### config.mk
export PLATFORM = sky130hd
export DESIGN_NAME = synaptic_integrator
export DESIGN_NICKNAME = d
export VERILOG_FILES = /design/src/rtl/snn_pkg.sv /design/src/rtl/spike_addr_fifo.sv /design/src/rtl/synaptic_integrator.sv
export SDC_FILE = /design/constraint.sdc
export NUM_CORES = 1
export LEC_CHECK = 0
export BUFFER_PORTS_ARGS = -buffer_cell sky130_fd_sc_hd__buf_4
export CAP_MARGIN = 40
export CORE_MARGIN = 8
export CORE_UTILIZATION = 25
export DETAILED_ROUTE_END_ITERATION = 8
export GPL_TIMING_DRIVEN = 0
export SYNTH_ARGS = -nofsm -noshare
export SYNTH_HDL_FRONTEND = slang
export SYNTH_SLANG_ARGS = --single-unit
### constraint.sdc
create_clock -name clk -period 5.9 [get_ports clk]
set_clock_uncertainty 0.1 [all_clocks]
set_input_delay 0.59 -clock clk [delete_from_list [all_inputs] [get_ports clk]]
set_output_delay 0.59 -clock clk [all_outputs]
set_load 0.03 [all_outputs]
### src/rtl/snn_pkg.sv
// Shared types and helpers for the spiking-neuron datapath.
// Holds the default widths, the integrator FSM states and the saturating adder.
package snn_pkg;

  localparam int DEF_WEIGHT_WIDTH  = 8;
  localparam int DEF_CURRENT_WIDTH = 16;

  typedef enum logic {
    RUN  = 1'b0,
    EMIT = 1'b1
  } state_e;

  // Signed add clamped to the range of a cw-bit two's-complement value.
  // The work is done at 64 bits, so the sum of two in-range operands can never wrap.
  function automatic logic signed [63:0] sat_add(input logic signed [63:0] a,
                                                 input logic signed [63:0] b,
                                                 input int                 cw);
    logic signed [63:0] s;
    logic signed [63:0] hi;
    logic signed [63:0] lo;
    s  = a + b;
    hi = (64'sd1 <<< (cw - 1)) - 64'sd1;
    lo = -hi - 64'sd1;
    if (s > hi)      sat_add = hi;
    else if (s < lo) sat_add = lo;
    else             sat_add = s;
  endfunction

endpackage

### src/rtl/spike_addr_fifo.sv
// Synchronous queue of pending spike addresses.
// The head is read combinationally, so it can drive the RAM read address directly.
module spike_addr_fifo #(
  parameter int WIDTH = 8,
  parameter int DEPTH = 8
) (
  input  logic             clk,
  input  logic             rst,
  input  logic             push,
  input  logic             pop,
  input  logic [WIDTH-1:0] din,
  output logic             full,
  output logic             empty,
  output logic [WIDTH-1:0] head
);

  localparam int PW = $clog2(DEPTH);
  localparam logic [PW:0] PTR_ONE = 1;

  // The extra MSB on each pointer tells full apart from empty.
  logic [PW:0]      wr_ptr;
  logic [PW:0]      rd_ptr;
  logic [WIDTH-1:0] mem [DEPTH];
  logic             push_ok;
  logic             pop_ok;

  assign empty   = (wr_ptr == rd_ptr);
  assign full    = (wr_ptr[PW] != rd_ptr[PW]) && (wr_ptr[PW-1:0] == rd_ptr[PW-1:0]);
  assign push_ok = push & ~full;
  assign pop_ok  = pop & ~empty;
  assign head    = mem[rd_ptr[PW-1:0]];

  always_ff @(posedge clk) begin
    if (rst) begin
      wr_ptr <= '0;
      rd_ptr <= '0;
    end else begin
      if (push_ok) wr_ptr <= wr_ptr + PTR_ONE;
      if (pop_ok)  rd_ptr <= rd_ptr + PTR_ONE;
    end
  end

  always_ff @(posedge clk) begin
    if (push_ok) mem[wr_ptr[PW-1:0]] <= din;
  end

endmodule

### src/rtl/synaptic_integrator.sv
// Reads the weights of queued spikes from the synaptic RAM and sums them into a saturating input current.
// The sum is handed to the LIF core once per timestep.
module synaptic_integrator
  import snn_pkg::*;
#(
  parameter int NUM_SYNAPSES  = 256,
  parameter int WEIGHT_WIDTH  = DEF_WEIGHT_WIDTH,
  parameter int CURRENT_WIDTH = DEF_CURRENT_WIDTH,
  parameter int FIFO_DEPTH    = 8
) (
  input  logic                            clk,
  input  logic                            rst,
  input  logic                            spike_valid,
  input  logic [$clog2(NUM_SYNAPSES)-1:0] spike_addr,
  output logic                            spike_ready,
  input  logic                            step_end,
  input  logic                            ram_grant,
  output logic [$clog2(NUM_SYNAPSES)-1:0] ram_address,
  input  logic [WEIGHT_WIDTH-1:0]         ram_weight,
  output logic [CURRENT_WIDTH-1:0]        current_out,
  output logic                            current_valid,
  output logic                            current_sat,
  output logic                            step_overrun
);

  localparam int AW = $clog2(NUM_SYNAPSES);

  state_e                    state;
  state_e                    state_nxt;
  logic                      step_pending;
  logic                      sat_flag;
  logic signed [CURRENT_WIDTH-1:0] acc;
  logic signed [CURRENT_WIDTH-1:0] acc_nxt;
  logic                      fifo_full;
  logic                      fifo_empty;
  logic [AW-1:0]             fifo_head;
  logic                      push;
  logic                      pop;
  logic signed [63:0]        acc_ext;
  logic signed [63:0]        w_ext;
  logic signed [63:0]        raw_ext;
  logic signed [63:0]        sum_ext;
  logic                      clamp;

  assign spike_ready = ~rst & ~fifo_full & ~step_pending & (state == RUN);
  assign push        = spike_valid & spike_ready;
  assign pop         = (state == RUN) & ~fifo_empty & ram_grant;
  assign ram_address = fifo_empty ? '0 : fifo_head;

  spike_addr_fifo #(
    .WIDTH(AW),
    .DEPTH(FIFO_DEPTH)
  ) u_fifo (
    .clk  (clk),
    .rst  (rst),
    .push (push),
    .pop  (pop),
    .din  (spike_addr),
    .full (fifo_full),
    .empty(fifo_empty),
    .head (fifo_head)
  );

  // A clamp is detected by comparing the clamped sum with the unclamped one.
  always_comb begin
    acc_ext = 64'(acc);
    w_ext   = 64'($signed(ram_weight));
    raw_ext = acc_ext + w_ext;
    sum_ext = sat_add(acc_ext, w_ext, CURRENT_WIDTH);
    clamp   = (sum_ext != raw_ext);
    acc_nxt = $signed(sum_ext[CURRENT_WIDTH-1:0]);
  end

  always_comb begin
    state_nxt = state;
    case (state)
      RUN:     if (step_pending && fifo_empty) state_nxt = EMIT;
      EMIT:    state_nxt = RUN;
      default: state_nxt = RUN;
    endcase
  end

  always_ff @(posedge clk) begin
    if (rst) state <= RUN;
    else     state <= state_nxt;
  end

  always_ff @(posedge clk) begin
    if (rst) begin
      step_pending  <= 1'b0;
      step_overrun  <= 1'b0;
      sat_flag      <= 1'b0;
      acc           <= '0;
      current_out   <= '0;
      current_valid <= 1'b0;
      current_sat   <= 1'b0;
    end else begin
      current_valid <= (state == EMIT);
      // A step that is still closing cannot take a second boundary; record it and drop it.
      if (step_end) begin
        if (step_pending || state == EMIT) step_overrun <= 1'b1;
        else                               step_pending <= 1'b1;
      end
      if (state == EMIT) begin
        current_out  <= acc;
        current_sat  <= sat_flag;
        acc          <= '0;
        sat_flag     <= 1'b0;
        step_pending <= 1'b0;
      end else if (pop) begin
        acc <= acc_nxt;
        if (clamp) sat_flag <= 1'b1;
      end
    end
  end

endmodule

==> run metrics, run 1 <==
Seq cells post-synth=~110; Critical Path RT=approximately 5.2 ns; total number of vias=3386; Fmax=301 MHz; cell area after layout=6570 um^2; worst-case hold slack=just over 0.3 ns; adder-cell share of the synthesized area=around 7.5%; CTS sink cnt=around 110; sequential cell area=around 2900 um^2; fraction of post-synthesis cell area in the top cell type by area=36.7%; critical path class=reg2out; TritonCTS Buffers=17; GP Congestion=~0.86; share of flip-flops with an asynchronous set or reset after synthesis=0%; post-synthesis cell count=between 400 and 500; final layout net count=just over 500; Hold-fix buffers, CTS=0; # port buffers=between 40 and 50; met2 track demand over resource in global routing=between 10% and 20%; kind of cell with the highest combined delay on the critical path=buffers and inverters; area of placed instances=5960 um^2; Max IR drop VDD=about 0.00023 V; result of the run=complete, no violations; most crowded layer after global routing=met2; Pwr Density=approximately 360 nW/um^2; share of layout cells above drive strength 1=26.7%; CTS tree=yes; max incr delay on CP=around 0.56 ns; source-to-sink clock delay at the later pin of the worst-skew pair=between 0.4 and 0.5 ns; Wirelength per Cell=roughly 15 um; clock-pin transition on the worst setup and hold timing paths=0.05 ns; arrival time of data at the critical path endpoint=2.64 ns; category of the worst setup path capture point=primary output; # fillers=around 2100; leading post-synthesis cells by cell area=edfxtp_1 (37%), dfxtp_1 (19%), mux4_2 (6.9%), mux2i_1 (5.4%), ha_1 (4.3%); Distinct cells, synth=between 50 and 60; max-cap viol count=0; Slowest-stage cell, CP=mux4_2; final antenna diode count=0; total routing usage reported by global routing=a little under a tenth; Final Hold Violating Endpoints=0; fraction of the yosys area taken by sequential cells=between 50% and 60%; Total Neg Setup Slack=0 ns; syn nets=about 450; First DRT Iteration DRCs=~240; overall routed net length=roughly 12 mm; number of antenna violations at the first check in global routing=0; die width=~160 um; smallest setup slack after layout=between 2 and 3 ns; most instantiated flip-flop cell in the synthesis netlist=edfxtp_1; Site Rows=53; simple-gate share of the synthesized area=8.58%; combined buffer and inverter count along the critical path=3; final worst path period share=~56%; compound-gate portion of the synthesized area=under 10%; met3 usage in global routing=3.43%; worst setup timing slack at the placement stage=approximately 2.6 ns; Pwr Total=2.35 mW; Post-synth EDFFs=64; area used by multi-input combinational logic=around 2200 um^2; CTS H-tree depth=4; starting density of the core=about a quarter; buffers inserted during post-CTS setup optimization=0; xor and xnor fraction of the mapped netlist area=between 3 and 4%; # IOs=49; number of warnings issued by yosys=0; Slew Limit Fails=0; via count of the first global-routing pass=between 3000 and 4000; placeable core region=slightly above 20000 um^2; root cell of the clock tree=clkbuf_16; dominant combinational cell family by area after synthesis=multiplexers; number of buffers on the longest clock path=2; portion of netlist area occupied by mux cells=~12%; mean instance size in the synthesized netlist=12.8 um^2; global-route wire length before repair=about 19 mm; netlist area before placement=roughly 5200 um^2; Max-Slew Margin vs Limit=approximately two fifths; Residual DRC=0; detailed placement HPWL=around 8.5 mm; Cell Chain, Critical Path=clkbuf_1 > buf_2 > mux4_2 > mux2i_1 > nor2_1 > buf_4; peak fanout along the critical path=10; count of cells resized by post-cts repair=0; aggregate global routing overflow=0; routing usage on met1=a little over a tenth; Area Growth Syn to Fin=25.5%; pin count of the biggest net entering global routing=17; unrepaired setup endpoints after global routing=no; post-route ant nets=0; minimum period implied by the final worst setup slack=approximately 3.3 ns; setup violation total in the final timing report=0; Lkg Pwr=approximately 2.4 nW; router iterations before antenna repair=5; pin slew with the least headroom to its limit=0.918 ns; overall die height=between 150 and 200 um; Worst Setup Start Kind=register; leading area contributor after synthesis=edfxtp_1; total die area=~26000 um^2; Vias/cell=around 4.4; worst min-delay path class=in2reg
==> power breakdown <==
part	internal, mW	total [mW]	switching (mW)
Sequential	0.861	0.881	0.0199
Combinational	0.189	0.430	0.241
Clock	0.667	1.04	0.374
Total	1.72	2.35	0.635
==> cell type report <==
type                    count  share of cell area, %
inverters                   9                  0.514
repair buffers             51                   5.79
plain buffers              23                   1.60
clock inverters            15                   2.74
multi-input cells         263                   33.4
well taps                 275                   5.24
clock buffers              17                   6.48
flip-flops and latches    113                   44.2
==> final timing paths <==
| check | start | cells after the start | end | slack (ns) |
|---|---|---|---|---|
| worst max-delay path | register | 6 | ram_address[3] | 2.57 |
| worst min-delay path | spike_addr[3] | 1 | u_fifo.mem[1][3] | 0.30 |
| worst max register to register | u_fifo.wr_ptr[0] | 9 | u_fifo.mem[2][1] | 2.76 |
| worst min register to register | step_overrun | 2 | step_overrun | 0.35 |
==> registers in the layout, summed over array words and instances, names as in the netlist, named ones only <==
| signal | count |
|---|---|
| acc | 16 |
| current_out | 16 |
| current_sat | 1 |
| current_valid | 1 |
| sat_flag | 1 |
| state | 1 |
| step_overrun | 1 |
| step_pending | 1 |
| u_fifo.mem | 64 |
| u_fifo.rd_ptr | 4 |
| u_fifo.wr_ptr | 4 |
==> cell usage after synthesis (2+ instances only) <==
cell	number
nor2_1	48
o21a_1	3
clkbuf_1	10
maj3_2	6
nor3_1	4
xor2_1	11
o21ai_0	21
nand2b_1	4
nor2b_1	7
a21o_1	7
dfxtp_1	49
buf_2	6
maj3_1	8
nand3_1	4
a21oi_2	6
mux2i_1	28
edfxtp_1	64
xnor2_1	9
and3_1	3
o21bai_1	2
ha_1	18
or3_1	2
nand2_1	15
mux4_2	16
a21oi_1	17
buf_1	5
nand4_1	3
inv_1	9
==> worst reg2reg max path: stages (launching register included) <==
cell,delay (ns)
dfxtp_1,0.32
buf_2,0.19
xor2_1,0.31
nor3_1,0.12
a2111oi_2,0.43
and2_1,0.20
buf_2,0.16
nand2_1,0.13
nor3_1,0.54
buf_2,0.33
==> cell families after synthesis <==
kind of cell,Yosys count
flops,113
simple gates,95
compound gates,70
mux,44
fa+ha+maj,33
buf+inv,32
xor+xnor,21
==> layout by cell type (no fill, tap or decap), drive strengths merged, types with 2 or more instances in the layout <==
master	n
bufinv	3
nor2b	7
xor2	11
mux2i	28
nand2b	4
nor2	49
nor3	5
a31o	2
and3	3
o21ai	22
buf	64
clkbuf	27
nand2	15
maj3	14
xnor2	10
a31oi	2
o21bai	2
clkinv	5
ha	18
inv	14
nand3	5
o21a	3
edfxtp	64
nand4	3
mux4	16
dfxtp	49
or3	2
a21o	7
a21oi	23
clkinvlp	2
==> through the flow <==
step           instances  util, %
3_3_place_gp         731     28.6
4_1_cts              766     31.6
2_1_floorplan        408        -
5_1_grt              766     31.6
6_report             766     31.6
3_5_place_dp         734     28.7
==> per-layer routing <==
layer  vias up  share of wire [%]
li1       1642                  -
met1      1628                 42
met2        92                 49
met3        24                6.9
met4         0                1.7
met5         -                  0
(Power assumes the default switching activity.)
==> run 2: changes to the inputs <==
==> constraint.sdc (replaced) <==
create_clock -name clk -period 3 [get_ports clk]
set_clock_uncertainty 0.1 [all_clocks]
set_input_delay 0.3 -clock clk [delete_from_list [all_inputs] [get_ports clk]]
set_output_delay 0.3 -clock clk [all_outputs]
set_load 0.03 [all_outputs]
==> run 2 against run 1 <==
Clock power is 98% higher; worst setup slack lost 2.4 ns; cell area up 1.8%; die area did not move; non-clock buffer count rose by 4; via count increased by 2.4%; power up 99%; critical path depth is 3 higher; sequential share of layout area decreased by 0.80 points; critical path type is now reg2reg; critical endpoint is now u_fifo.mem[2][0].
==> run metrics, run 2 (synthesis results as in run 1) <==
Area Growth Syn to Fin=27.8%; Site Rows=53 (unchanged); starting density of the core=25.2% (unchanged); minimum period implied by the final worst setup slack=2.85 ns; # IOs=49 (unchanged); TritonCTS Buffers=17 (unchanged); arrival time of data at the critical path endpoint=2.87 ns (+0.23 ns); max reg flops=64 (unchanged); Worst Setup Start Kind=register; final layout net count=522 (+0.77%); total routing usage reported by global routing=9.98% (+0.49 points); router iterations before antenna repair=6 (+1); Clock power frac=44.1% (-0.2 points); overall routed net length=12.3 mm (+5.7%); final antenna diode count=0 (unchanged); part of the power in registers=37.0% (-0.4 points); number of standard cells in the layout, taps in and fillers out=770 (+0.52%); worst r2r src=u_fifo.wr_ptr[0]; critical path class=reg2reg; number of cells after detailed placement=735 (+0.14%); power share of the combinational group=18.9% (+0.6 points); Max-Slew Margin vs Limit=48.3% (+9.8 points); Max IR drop VDD=0.000403 V (+73%); CTS H-tree depth=4 (unchanged); switching share of power=27.5% (+0.48 points); Slew Limit Fails=0 (unchanged); max-cap viol count=0 (unchanged); detailed placement HPWL=8.72 mm (+2.0%); aggregate global routing overflow=0 (unchanged); Worst Min Path Start=spike_addr[3]; capture endpoint of the worst hold path=u_fifo.mem[2][3]; # port buffers=48 (unchanged); Worst Reg2Reg Path Length in Cells=9 (unchanged); post-route ant nets=0 (unchanged); switching power=1.29 mW (+100%); endpoint of the worst-slack reg-to-reg timing path=u_fifo.mem[2][0]; Wirelength per Cell=16.0 um (+5.2%); overall die height=161 um (unchanged); source-to-sink clock delay at the later pin of the worst-skew pair=0.41 ns (about the same); GP Congestion=0.847 (-1.5%); clock-pin transition on the worst setup and hold timing paths=0.05 ns (about the same); die width=161 um (unchanged); Int Pwr=3.40 mW (+98%); Pwr Density=700 nW/um^2 (+96%); pin count of the biggest net entering global routing=17 (unchanged); Vias/cell=4.50 (+1.8%); Critical Path RT=3.01 ns (-2.20 ns); result of the run=complete, no violations; CTS tree=yes; Final Hold Violating Endpoints=0 (unchanged); Fmax=roughly 350 MHz; Lkg Pwr=2.41 nW (+1.0%); Pwr Total=4.68 mW (+99%); pin slew with the least headroom to its limit=0.770 ns (-0.148 ns); leading cell type in the layout, fill and taps excluded=edfxtp_1; number of buffers on the longest clock path=2 (unchanged); Residual DRC=0 (unchanged); global-route wire length before repair=20.2 mm (+5.9%); total die area=25800 um^2 (unchanged); placeable core region=20800 um^2 (unchanged); final worst path period share=between 90% and 100%; share of the core filled with cells=32.2% (+0.58 points); via count of the first global-routing pass=3737 (+1.4%); share of layout cells above drive strength 1=29.3% (+2.6 points); Total Neg Setup Slack=0 ns (unchanged); number of antenna violations at the first check in global routing=0 (unchanged); CTS sink cnt=113 (unchanged); First DRT Iteration DRCs=173 (-29%); unrepaired setup endpoints after global routing=yes; worst min-delay path class=in2reg; worst reg2reg setup slack=0.15 ns (-2.61 ns); setup violation total in the final timing report=0 (unchanged); worst hold path cell count=1 (unchanged); commonest non-fill, non-tap cells in the layout=edfxtp_1 (64), buf_4 (56), dfxtp_1 (49); total number of vias=3466 (+2.4%); category of the worst setup path capture point=register; peak fanout along the critical path=7 (-3); root cell of the clock tree=clkbuf_16
-- run 2: cell types whose count changed in the layout (fill, tap and decap cells not counted), moves of 2 or more --
cell	delta
nor2_1	-5
buf_2	-2
clkbuf_2	+2
nor2_4	+4
buf_4	+5
-- run 2: routing by layer --
metal / GRT usage, % / wire [um] / part of all wire [%] / vias up
li1: - / - / - / 1652
met1: 11.6 / 5530 / 45 / 1715
met2: 16.8 / 5980 / 48 / 81
met3: 3.15 / 631 / 5.1 / 18
met4: 4.04 / 201 / 1.6 / 0
met5: 0 / 0 / 0 / -
-- run 2: layout make-up --
type	count	area, um^2
Fill cell	2039	14100
Clock buffer	18	429
Inverter	9	33.8
Timing Repair Buffer	55	415
Clock inverter	14	179
Sequential cell	113	2900
Multi-Input combinational cell	263	2280
Buffer	23	110
Tap cell	275	344
-- run 2: worst max-delay path by stage --
stage | from | to | slack, ns | cells past startpoint
2_1_floorplan | u_fifo.wr_ptr[0] | u_fifo.mem[3][0] | 0.02 | 8
3_3_place_gp | u_fifo.wr_ptr[0] | u_fifo.mem[3][5] | -0.22 | 8
3_5_place_dp | u_fifo.wr_ptr[0] | u_fifo.mem[5][6] | -0.08 | 8
4_1_cts | u_fifo.wr_ptr[0] | u_fifo.mem[6][0] | -0.09 | 8
5_1_grt | u_fifo.wr_ptr[0] | u_fifo.mem[2][2] | -0.06 | 9
6_report | u_fifo.wr_ptr[0] | u_fifo.mem[2][0] | 0.15 | 9
-- run 2: critical path, cell delays in order, from the launching register on --
cell	delay, ns
dfxtp_1	0.32
buf_2	0.22
xor2_1	0.29
nor3_1	0.14
a2111oi_4	0.38
and2_1	0.19
buf_2	0.16
nand2_1	0.24
nor3_4	0.27
buf_4	0.23
-- run 2: power by group through the flow --
stage	registers, mW	clock network [mW]	logic, mW
finish	1.73	2.06	0.885
global route	1.74	2.17	0.967
CTS	1.73	2.09	0.869
detailed placement	1.77	0	0.860
global placement	1.76	0	0.840
floorplan	1.76	0	0.632
-- run 2: repair_timing --
item	CTS	global route
buffers inserted	0	2
endpoints found under the hold margin	1	0
endpoints found under the setup margin	46	66
hold buffers	1	0
gates resized for setup	4	15
pin swaps	0	1
-- run 2: through the flow --
stage	setup slack, ns	hold WS (ns)	cell area [um^2]
global placement	-0.221	0.345	5950
global route	-0.0619	0.0178	6690
floorplan	0.0183	0.299	5240
CTS	-0.0910	0.0118	6610
finish	0.145	0.0280	6690
detailed placement	-0.0805	0.347	5980
